File: src/rtl/nios_core_onchip_mem_loader_if.sv
// Byte-stream and RAM-write-port bundle for nios_core_onchip_mem_loader.
// master: the loader (consumes the stream, drives the RAM write port).
// slave : the environment (drives the stream and the RAM reset_req).
interface nios_core_onchip_mem_loader_if #(
    parameter int ADDR_W = 10
);
    logic              s_valid;
    logic              s_ready;
    logic [7:0]        s_data;
    logic              s_last;
    logic              mem_reset_req;
    logic [ADDR_W-1:0] mem_address;
    logic [3:0]        mem_byteenable;
    logic              mem_chipselect;
    logic              mem_write;
    logic [31:0]       mem_writedata;

    modport master (
        input  s_valid, s_data, s_last, mem_reset_req,
        output s_ready, mem_address, mem_byteenable, mem_chipselect,
               mem_write, mem_writedata
    );

    modport slave (
        output s_valid, s_data, s_last, mem_reset_req,
        input  s_ready, mem_address, mem_byteenable, mem_chipselect,
               mem_write, mem_writedata
    );
endinterface

File: src/rtl/nios_core_onchip_mem_loader.sv
// nios_core_onchip_mem_loader: packs a byte stream into little-endian 32-bit
// words and writes them into the nios_core on-chip RAM, starting at a word
// address latched on start and wrapping modulo DEPTH.
// Optional feature macro: NIOS_CORE_LOADER_CHECKSUM_EN (32-bit byte sum).
module nios_core_onchip_mem_loader #(
    parameter int ADDR_W = 10,
    parameter int DEPTH  = 1024
) (
    input  logic                 clk,
    input  logic                 reset,
    input  logic                 start,
    input  logic [ADDR_W-1:0]    base_addr,
    nios_core_onchip_mem_loader_if.master bus,
    output logic                 busy,
    output logic                 done,
    output logic                 overflow,
    output logic [ADDR_W:0]      word_count,
    output logic [31:0]          checksum
);

    typedef enum logic [1:0] {
        IDLE  = 2'd0,
        FILL  = 2'd1,
        WRITE = 2'd2,
        DONE  = 2'd3
    } state_t;

    localparam logic [ADDR_W-1:0] ADDR_LAST = ADDR_W'(DEPTH - 1);
    localparam logic [ADDR_W:0]   WC_LAST   = (ADDR_W + 1)'(DEPTH - 1);

    state_t            state, state_next;
    logic [ADDR_W-1:0] addr_q;
    logic [31:0]       data_q;
    logic [3:0]        be_q;
    logic [1:0]        idx_q;
    logic              last_q;
    logic [ADDR_W:0]   wc_q;
    logic              ovf_q;

    logic              accept;
    logic              commit;
    logic              take_start;
    logic              s_ready_c;
    logic              write_c;

    // State register; an asynchronous reset aborts any session on the spot.
    always_ff @(posedge clk or posedge reset) begin
        // NOTE: non-blocking assignments on every register so all flops
        // sample pre-edge values regardless of block ordering.
        if (reset) state <= IDLE;
        else       state <= state_next;
    end

    // Next-state and handshake/strobe decode.
    always_comb begin
        // NOTE: every output of this block gets a default first so no path
        // leaves one unassigned and infers a latch.
        state_next = state;
        s_ready_c  = 1'b0;
        write_c    = 1'b0;
        accept     = 1'b0;
        commit     = 1'b0;
        take_start = 1'b0;
        case (state)
            IDLE: begin
                take_start = start;
                if (start) state_next = FILL;
            end
            FILL: begin
                s_ready_c = 1'b1;
                accept    = bus.s_valid;
                if (bus.s_valid && (idx_q == 2'd3 || bus.s_last)) state_next = WRITE;
            end
            WRITE: begin
                write_c = 1'b1;
                commit  = ~bus.mem_reset_req;
                if (!bus.mem_reset_req) begin
                    if (last_q)              state_next = DONE;
                    else if (wc_q == WC_LAST) state_next = DONE;
                    else                      state_next = FILL;
                end
            end
            DONE: begin
                take_start = start;
                if (start) state_next = FILL;
            end
            default: state_next = IDLE;
        endcase
    end

    // Word assembly, address stepping and session status.
    always_ff @(posedge clk or posedge reset) begin
        if (reset) begin
            addr_q <= '0;
            data_q <= '0;
            be_q   <= '0;
            idx_q  <= '0;
            last_q <= 1'b0;
            wc_q   <= '0;
            ovf_q  <= 1'b0;
        end else if (take_start) begin
            addr_q <= base_addr;
            data_q <= '0;
            be_q   <= '0;
            idx_q  <= '0;
            last_q <= 1'b0;
            wc_q   <= '0;
            ovf_q  <= 1'b0;
        end else if (accept) begin
            data_q[8*idx_q +: 8] <= bus.s_data;
            be_q[idx_q]          <= 1'b1;
            idx_q                <= idx_q + 2'd1;
            last_q               <= bus.s_last;
        end else if (commit) begin
            addr_q <= (addr_q == ADDR_LAST) ? '0 : addr_q + 1'b1;
            wc_q   <= wc_q + 1'b1;
            data_q <= '0;
            be_q   <= '0;
            idx_q  <= '0;
            if (!last_q && wc_q == WC_LAST) ovf_q <= 1'b1;
        end
    end

`ifdef NIOS_CORE_LOADER_CHECKSUM_EN
    logic [31:0] sum_q;

    // Running modulo-2^32 sum of the bytes accepted in this session.
    always_ff @(posedge clk or posedge reset) begin
        if (reset)           sum_q <= '0;
        else if (take_start) sum_q <= '0;
        else if (accept)     sum_q <= sum_q + {24'd0, bus.s_data};
    end

    assign checksum = sum_q;
`else
    assign checksum = 32'd0;
`endif

    assign bus.s_ready        = s_ready_c;
    assign bus.mem_address    = addr_q;
    assign bus.mem_byteenable = be_q;
    assign bus.mem_writedata  = data_q;
    assign bus.mem_chipselect = write_c;
    assign bus.mem_write      = write_c;

    assign busy       = (state == FILL) || (state == WRITE);
    assign done       = (state == DONE);
    assign overflow   = ovf_q;
    assign word_count = wc_q;

endmodule

File: src/flat_wrapper.sv
// flat-port wrapper written by rule: the top's interface ports become plain ports
module nios_core_onchip_mem_loader_flat 
#(
    parameter int ADDR_W = 10,
    parameter int DEPTH  = 1024
)
  (clk, reset, start, base_addr, busy, done, overflow, word_count, checksum, bus_s_valid, bus_s_data, bus_s_last, bus_mem_reset_req, bus_s_ready, bus_mem_address, bus_mem_byteenable, bus_mem_chipselect, bus_mem_write, bus_mem_writedata);
  nios_core_onchip_mem_loader_if #(.ADDR_W(ADDR_W)) bus_i ();
  input  logic clk;
  input  logic reset;
  input  logic start;
  input  logic [ADDR_W-1:0] base_addr;
  output logic busy;
  output logic done;
  output logic overflow;
  output logic [ADDR_W:0] word_count;
  output logic [31:0] checksum;
  input wire logic [$bits(bus_i.s_valid)-1:0] bus_s_valid;
  input wire logic [$bits(bus_i.s_data)-1:0] bus_s_data;
  input wire logic [$bits(bus_i.s_last)-1:0] bus_s_last;
  input wire logic [$bits(bus_i.mem_reset_req)-1:0] bus_mem_reset_req;
  output wire logic [$bits(bus_i.s_ready)-1:0] bus_s_ready;
  output wire logic [$bits(bus_i.mem_address)-1:0] bus_mem_address;
  output wire logic [$bits(bus_i.mem_byteenable)-1:0] bus_mem_byteenable;
  output wire logic [$bits(bus_i.mem_chipselect)-1:0] bus_mem_chipselect;
  output wire logic [$bits(bus_i.mem_write)-1:0] bus_mem_write;
  output wire logic [$bits(bus_i.mem_writedata)-1:0] bus_mem_writedata;
  assign bus_i.s_valid = bus_s_valid;
  assign bus_i.s_data = bus_s_data;
  assign bus_i.s_last = bus_s_last;
  assign bus_i.mem_reset_req = bus_mem_reset_req;
  assign bus_s_ready = bus_i.s_ready;
  assign bus_mem_address = bus_i.mem_address;
  assign bus_mem_byteenable = bus_i.mem_byteenable;
  assign bus_mem_chipselect = bus_i.mem_chipselect;
  assign bus_mem_write = bus_i.mem_write;
  assign bus_mem_writedata = bus_i.mem_writedata;
  nios_core_onchip_mem_loader #(.ADDR_W(ADDR_W), .DEPTH(DEPTH)) u_core (.clk(clk), .reset(reset), .start(start), .base_addr(base_addr), .bus(bus_i), .busy(busy), .done(done), .overflow(overflow), .word_count(word_count), .checksum(checksum));
endmodule
File: config.mk
export PLATFORM = sky130hd
export DESIGN_NAME = nios_core_onchip_mem_loader_flat
export DESIGN_NICKNAME = d
export VERILOG_FILES = /design/src/rtl/nios_core_onchip_mem_loader_if.sv /design/src/rtl/nios_core_onchip_mem_loader.sv /design/src/flat_wrapper.sv
export SDC_FILE = /design/constraint.sdc
export NUM_CORES = 1
export LEC_CHECK = 0
export BUFFER_PORTS_ARGS = -buffer_cell sky130_fd_sc_hd__buf_2
export CAP_MARGIN = 20
export CORE_ASPECT_RATIO = 1.75
export CORE_UTILIZATION = 40
export DETAILED_ROUTE_END_ITERATION = 10
export PLACE_DENSITY = 0.7
export SYNTH_ARGS = -nofsm -noshare
export SYNTH_HDL_FRONTEND = slang
export SYNTH_SLANG_ARGS = --single-unit
File: constraint.sdc
create_clock -name clk -period 1.85 [get_ports clk]
set_input_delay 0 -clock clk [delete_from_list [all_inputs] [get_ports clk]]
set_output_delay 0 -clock clk [all_outputs]
set_load 0.01 [all_outputs]
==> impl_metrics.ini, run 1 <==
[status]
status = complete, no violations

[global_routing]
antenna_found_initial = 0
grt_start_max_net_pins = 33
grt_pass1_wl_um = 13200
gr-total-overflow = 0
grt_pass1_vias = 2674
track_usage_pct = 20.2

[logic_synthesis]
yosysTopAreaCellShare_pct = 49.0
avgSynthCellArea_um2 = 10.3
syn-instance-count = 313
ys_top_cells_by_area = dfrtp_1, a22o_1, buf_4, ha_1, a21oi_1
yosysTopAreaCell = dfrtp_1
synth_cell_types = 39
seq_area_frac_synth_pct = 49.0
synth-seq-cells = 63
syn-cell-area_mm2 = 0.00322
yosysWarnings = 0

[layout]
finalNonFillerCells = 535
area_growth_pct = 35.8
layout_common_cells = buf_2, dfrtp_1, a22o_1, conb_1, buf_4
regArea_mm2 = 0.00158
layout-drive-gt1-share_pct = 32.7
final_util_pct = 56.9
final_nets = 481
insertedDiodeCount = 0
fill_cells = 649
final_area_mm2 = 0.00437
final_common_cell = buf_2
multiInputGateArea_mm2 = 0.00151

[setup_path]
crit_slowest_cell = or4_4
slowest_delay_ns = 0.54
arrival_ns = 2.04
reg2reg_from = u_core.state[0]
cp-end-kind = flop
crit_type = reg -> reg
reg2reg_to = u_core.word_count[7]
start_kind = flop
worstPathMaxFanout = 4
reg2reg_depth = 6
crit_path_cell_trace = inv_1 > ha_1 > and2_4 > a21oi_1 > or4_4 > a21oi_2
r2r_slack_ns = 0.06
critical_path_required_ns = 2.10

[sta]
tns_ns = 0
setup_viol = 0
clock_skew_ns = 0.00389
layout_min_cycle_time_ns = 1.79
post-route-period-util_pct = 97.0
finalHoldViolations = 0
fmax_mhz = 557
rsz0062_at_grt = true
fin_ws_ns = 0.0555
drv_slew = 0

[clock_network]
cts-root-buf = clkbuf_16
clk_path_buf_depth = 2
clk_latency_ns = 0.32
numCtsBuffers = 9
ctsHtreeMaxLevel = 3
path_clk_slew_ns = 0.05
clock-sinks = 63
cts_tree = done

[min_path]
hold_depth = 5
worstHoldStart = bus_mem_reset_req
hold_end = u_core.state[1]
hold_path.class = in -> reg

[power]
p_leak_uw = 0.00226
ir_drop_mv = 1.03
powerDensity_mw_per_mm2 = 1350

[floorplan]
pin_count = 119
die_y_um = 121
fp.dieW_um = 69.8
start_util_pct = 41.9
core-area_mm2 = 0.00767
num_rows = 42
design.die.area_mm2 = 0.00842

[placement]
numPortBuffers = 86
placedCellCount = 495
dp_slack_ns = -0.0708
dpl_cell_area_mm2 = 0.00374
dp_hpwl_um = 5850
place_congestion = 0.855

[detailed_routing]
routed_wl_um = 8280
num_vias = 2894
drtIter0Drc = 134
dr.pass1.iters = 4
drtAntennaViolNets = 0
drc_errors = 0
avgViaCountPerCell = 5.41
wl_per_cell_um = 15.5

[run]
drv_cap = 0
==> registers in the layout (all words and copies together), names as in the netlist <==
signal,count
u_core.state,2
u_core.overflow,1
u_core.last_q,1
u_core.bus.mem_writedata,32
u_core.word_count,11
u_core.bus.mem_address,10
u_core.idx_q,2
u_core.bus.mem_byteenable,4
==> per-layer routing <==
metal	wire length [um]	part of all wire, %	global-route usage (%)	vias to the layer above
li1	-	-	-	1335
met1	3230	39	23.9	1412
met2	4360	53	33.6	132
met3	528	6.4	5.17	15
met4	165	2.0	10.0	0
met5	0	0	0	-
==> kinds of logic after synthesis <==
group | share of synthesized area (%)
adders and majority gates | 5.06
xor gates and xnor gates | 1.36
and+or+nand+nor | 15.5
other | 0.117
DFF | 49.0
buffers and inverters | 10.5
AOI/OAI and AO/OA | 18.2
muxes | 0.311
==> power breakdown <==
part	total, uW	internal, uW	switching (uW)
clock	1500	960	536
combinational	2530	1030	1500
sequential	1860	1630	226
total	5880	3620	2260
==> final cells by class <==
cell class | count | area share (%)
flip-flops and latches | 63 | 36.1
repair buffers | 133 | 19.8
clock buffers | 13 | 5.96
inverters | 10 | 0.860
well taps | 88 | 2.52
multi-input cells | 227 | 34.6
clock inverters | 1 | 0.115
==> timing repair <==
action,4_1_cts,5_1_grt
setup buffers,1,5
pin swaps,1,4
hold buffers,20,0
endpoints found under the setup margin,35,49
hold endpoints to repair,56,0
resized for setup,7,19
==> worst max path at each step <==
stage	start	endpoint	slack, ns	cells past startpoint
3_5_place_dp	u_core.state[0]	u_core.bus.mem_writedata[26]	-0.07	6
5_1_grt	u_core.state[0]	u_core.bus.mem_address[8]	-0.04	7
2_1_floorplan	u_core.state[0]	u_core.word_count[10]	0.003	7
3_3_place_gp	u_core.state[0]	u_core.bus.mem_writedata[11]	-0.03	6
6_report	u_core.state[0]	u_core.word_count[7]	0.06	6
4_1_cts	u_core.state[0]	u_core.bus.mem_writedata[7]	-0.04	7
==> synthesized netlist by cell type (all sizes together) <==
master and number:
a21oi 21, a222oi 1, a22o 32, a31oi 8
a32o 1, and2 5, and2b 1, and3 3
and4 5, and4b 1, buf 37, clkbuf 7
conb 1, dfrtp 63, ha 13, inv 10
mux2i 1, nand2 20, nand2b 3, nand3 11
nand4 7, nor2 23, nor3 5, o211ai 2
o21ai 11, o311ai 1, o31ai 3, o41ai 1
or2 1, or3 5, or4 5, xnor2 1
xor2 4
==> worst max-delay path, delay by kind of cell (launching register included) <==
kind	cells	cell delay, ns
AO/OA/AOI/OAI	2	0.25
adder cells (fa/ha/maj)	1	0.30
flip-flops	1	0.38
AND/OR/NAND/NOR	2	0.72
buffers and inverters	1	0.06
==> per-stage QoR <==
stage	power [uW]	hold WS [ns]
2_1_floorplan	3240	0.117
3_3_place_gp	4030	0.0483
3_5_place_dp	4070	0.0502
4_1_cts	5650	0.165
5_1_grt	6280	0.204
6_report	5880	0.183
Power figures use the tool's default switching activity.
==> inputs of run 2 (changes only) <==
ABC_CLOCK_PERIOD_IN_PS = 1850   (was default)
REMOVE_ABC_BUFFERS = 1   (was default)
==> impl_metrics.ini, run 2 (synthesized netlist as in run 1, its figures left out) <==
[power]
combinationalPowerShare_pct = 42.5
clockPowerShare_pct = 27.3
netSwitchingFraction_pct = 38.4
ir_drop_mv = 0.733
p_int_uw = 3790
p_seq_share_pct = 30.2
power_switching_uw = 2370
p_leak_uw = 0.00229
powerDensity_mw_per_mm2 = 1390
p_total_uw = 6160

[clock_network]
clk_latency_ns = 0.33
cts_tree = done
cts-root-buf = clkbuf_16
clk_path_buf_depth = 2
clock-sinks = 63
numCtsBuffers = 9
path_clk_slew_ns = 0.05
ctsHtreeMaxLevel = 3

[layout]
fill_cells = 632
insertedDiodeCount = 0
final_nets = 483
final_common_cell = buf_2
area_growth_pct = 38.2
regArea_mm2 = 0.00158
largest_register_ffs = 32
layout-drive-gt1-share_pct = 33.5
layout_common_cells = buf_2, dfrtp_1, a22o_1, conb_1, nor2_1
multiInputGateArea_mm2 = 0.00152
final_util_pct = 57.9
finalNonFillerCells = 539

[placement]
place_congestion = 0.867
dp_hpwl_um = 6020
dp_slack_ns = -0.0530
placedCellCount = 498
numPortBuffers = 86

[min_path]
hold_path.class = in -> reg

[global_routing]
track_usage_pct = 21.1
grt_pass1_wl_um = 13600
antenna_found_initial = 0
grt_start_max_net_pins = 33
grt_pass1_vias = 2846
gr-total-overflow = 0

[floorplan]
fp.dieW_um = 69.8
core-area_mm2 = 0.00767
start_util_pct = 41.9
pin_count = 119
num_rows = 42
design.die.area_mm2 = 0.00842
die_y_um = 121

[setup_path]
cp_num_buf_inv = 2
slowest_delay_ns = 0.40
crit_path_cell_trace = inv_1 > ha_2 > and2b_2 > buf_12 > nand4_1 > or3_1 > a31oi_1
crit_slowest_cell = dfrtp_1
start_kind = flop
crit_family = simple AND/OR/NAND/NOR gates
crit_type = reg -> reg
critical_path_required_ns = 2.10
worstPathMaxFanout = 5
cp-end-kind = flop
arrival_ns = 2.06

[sta]
slew_headroom_pct = 50.7
setup_viol = 0
drv_slew = 0
worst_pin_slew_ns = 0.738
fmax_mhz = 551
post-route-period-util_pct = 98.0
rsz0062_at_grt = true
clock_skew_ns = 0.00576
holdWs_ns = 0.113
finalHoldViolations = 0
layout_min_cycle_time_ns = 1.81
fin_ws_ns = 0.0362

[detailed_routing]
num_vias = 2830
avgViaCountPerCell = 5.25
drtAntennaViolNets = 0
drtIter0Drc = 139
wl_per_cell_um = 16.1
dr.pass1.iters = 4
routed_wl_um = 8670
drc_errors = 0

[status]
status = complete, no violations

[run]
drv_cap = 0
-- run 2: power groups by stage --
stage | clock network (uW) | logic [uW] | registers (uW)
4_1_cts | 1730 | 2350 | 1860
3_5_place_dp | 0 | 2270 | 1880
5_1_grt | 1780 | 2870 | 1900
2_1_floorplan | 0 | 1180 | 1960
6_report | 1680 | 2620 | 1860
3_3_place_gp | 0 | 2210 | 1880
-- run 2: repair_timing --
action / in CTS / in global routing
endpoints found under the setup margin: 35 / 43
pin swaps: 1 / 8
hold buffers: 20 / 0
hold endpoints to repair: 74 / 0
gates resized for setup: 4 / 25
gates cloned: 0 / 0
setup buffers: 1 / 4
-- run 2: metrics by stage --
stage                 TNS, ns  area [um^2]
floorplan               -6.38         3030
global placement    -0.000524         3790
detailed placement     -0.797         3790
CTS                    -0.322         4320
global route           -0.247         4450
finish                      0         4450
-- run 2: final cells by class --
cell class	instances	area share, %
tap	88	2.48
inverter	10	0.844
multi-input combinational	227	34.2
clock buffer	11	5.46
clock inverter	5	1.29
timing repair buffer	135	20.3
sequential	63	35.5
-- run 2: worst min-delay path, stage by stage --
cell,delay (ns)
buf_2,0.14
and2_4,0.20
a21oi_1,0.06
-- run 2: final timing paths --
path	start	end	slack [ns]	depth (start not counted)
hold / removal	start	u_core.last_q	0.11	3
setup / recovery	u_core.state[0]	u_core.bus.mem_address[8]	0.04	7
min in group asynchronous	reset	u_core.word_count[5]	0.35	3
hold reg to reg	u_core.bus.mem_writedata[24]	u_core.bus.mem_writedata[24]	0.50	1
max in group asynchronous	reset	u_core.bus.mem_writedata[13]	0.89	4
setup reg to reg	u_core.state[0]	u_core.bus.mem_address[8]	0.04	7
-- run 2: layer usage --
metal	vias to the layer above	GRT usage, %	part of all wire, %
li1	1337	-	-
met1	1364	23.3	39
met2	110	37.0	54
met3	19	5.00	4.9
met4	0	11.0	2.8
met5	-	0	0
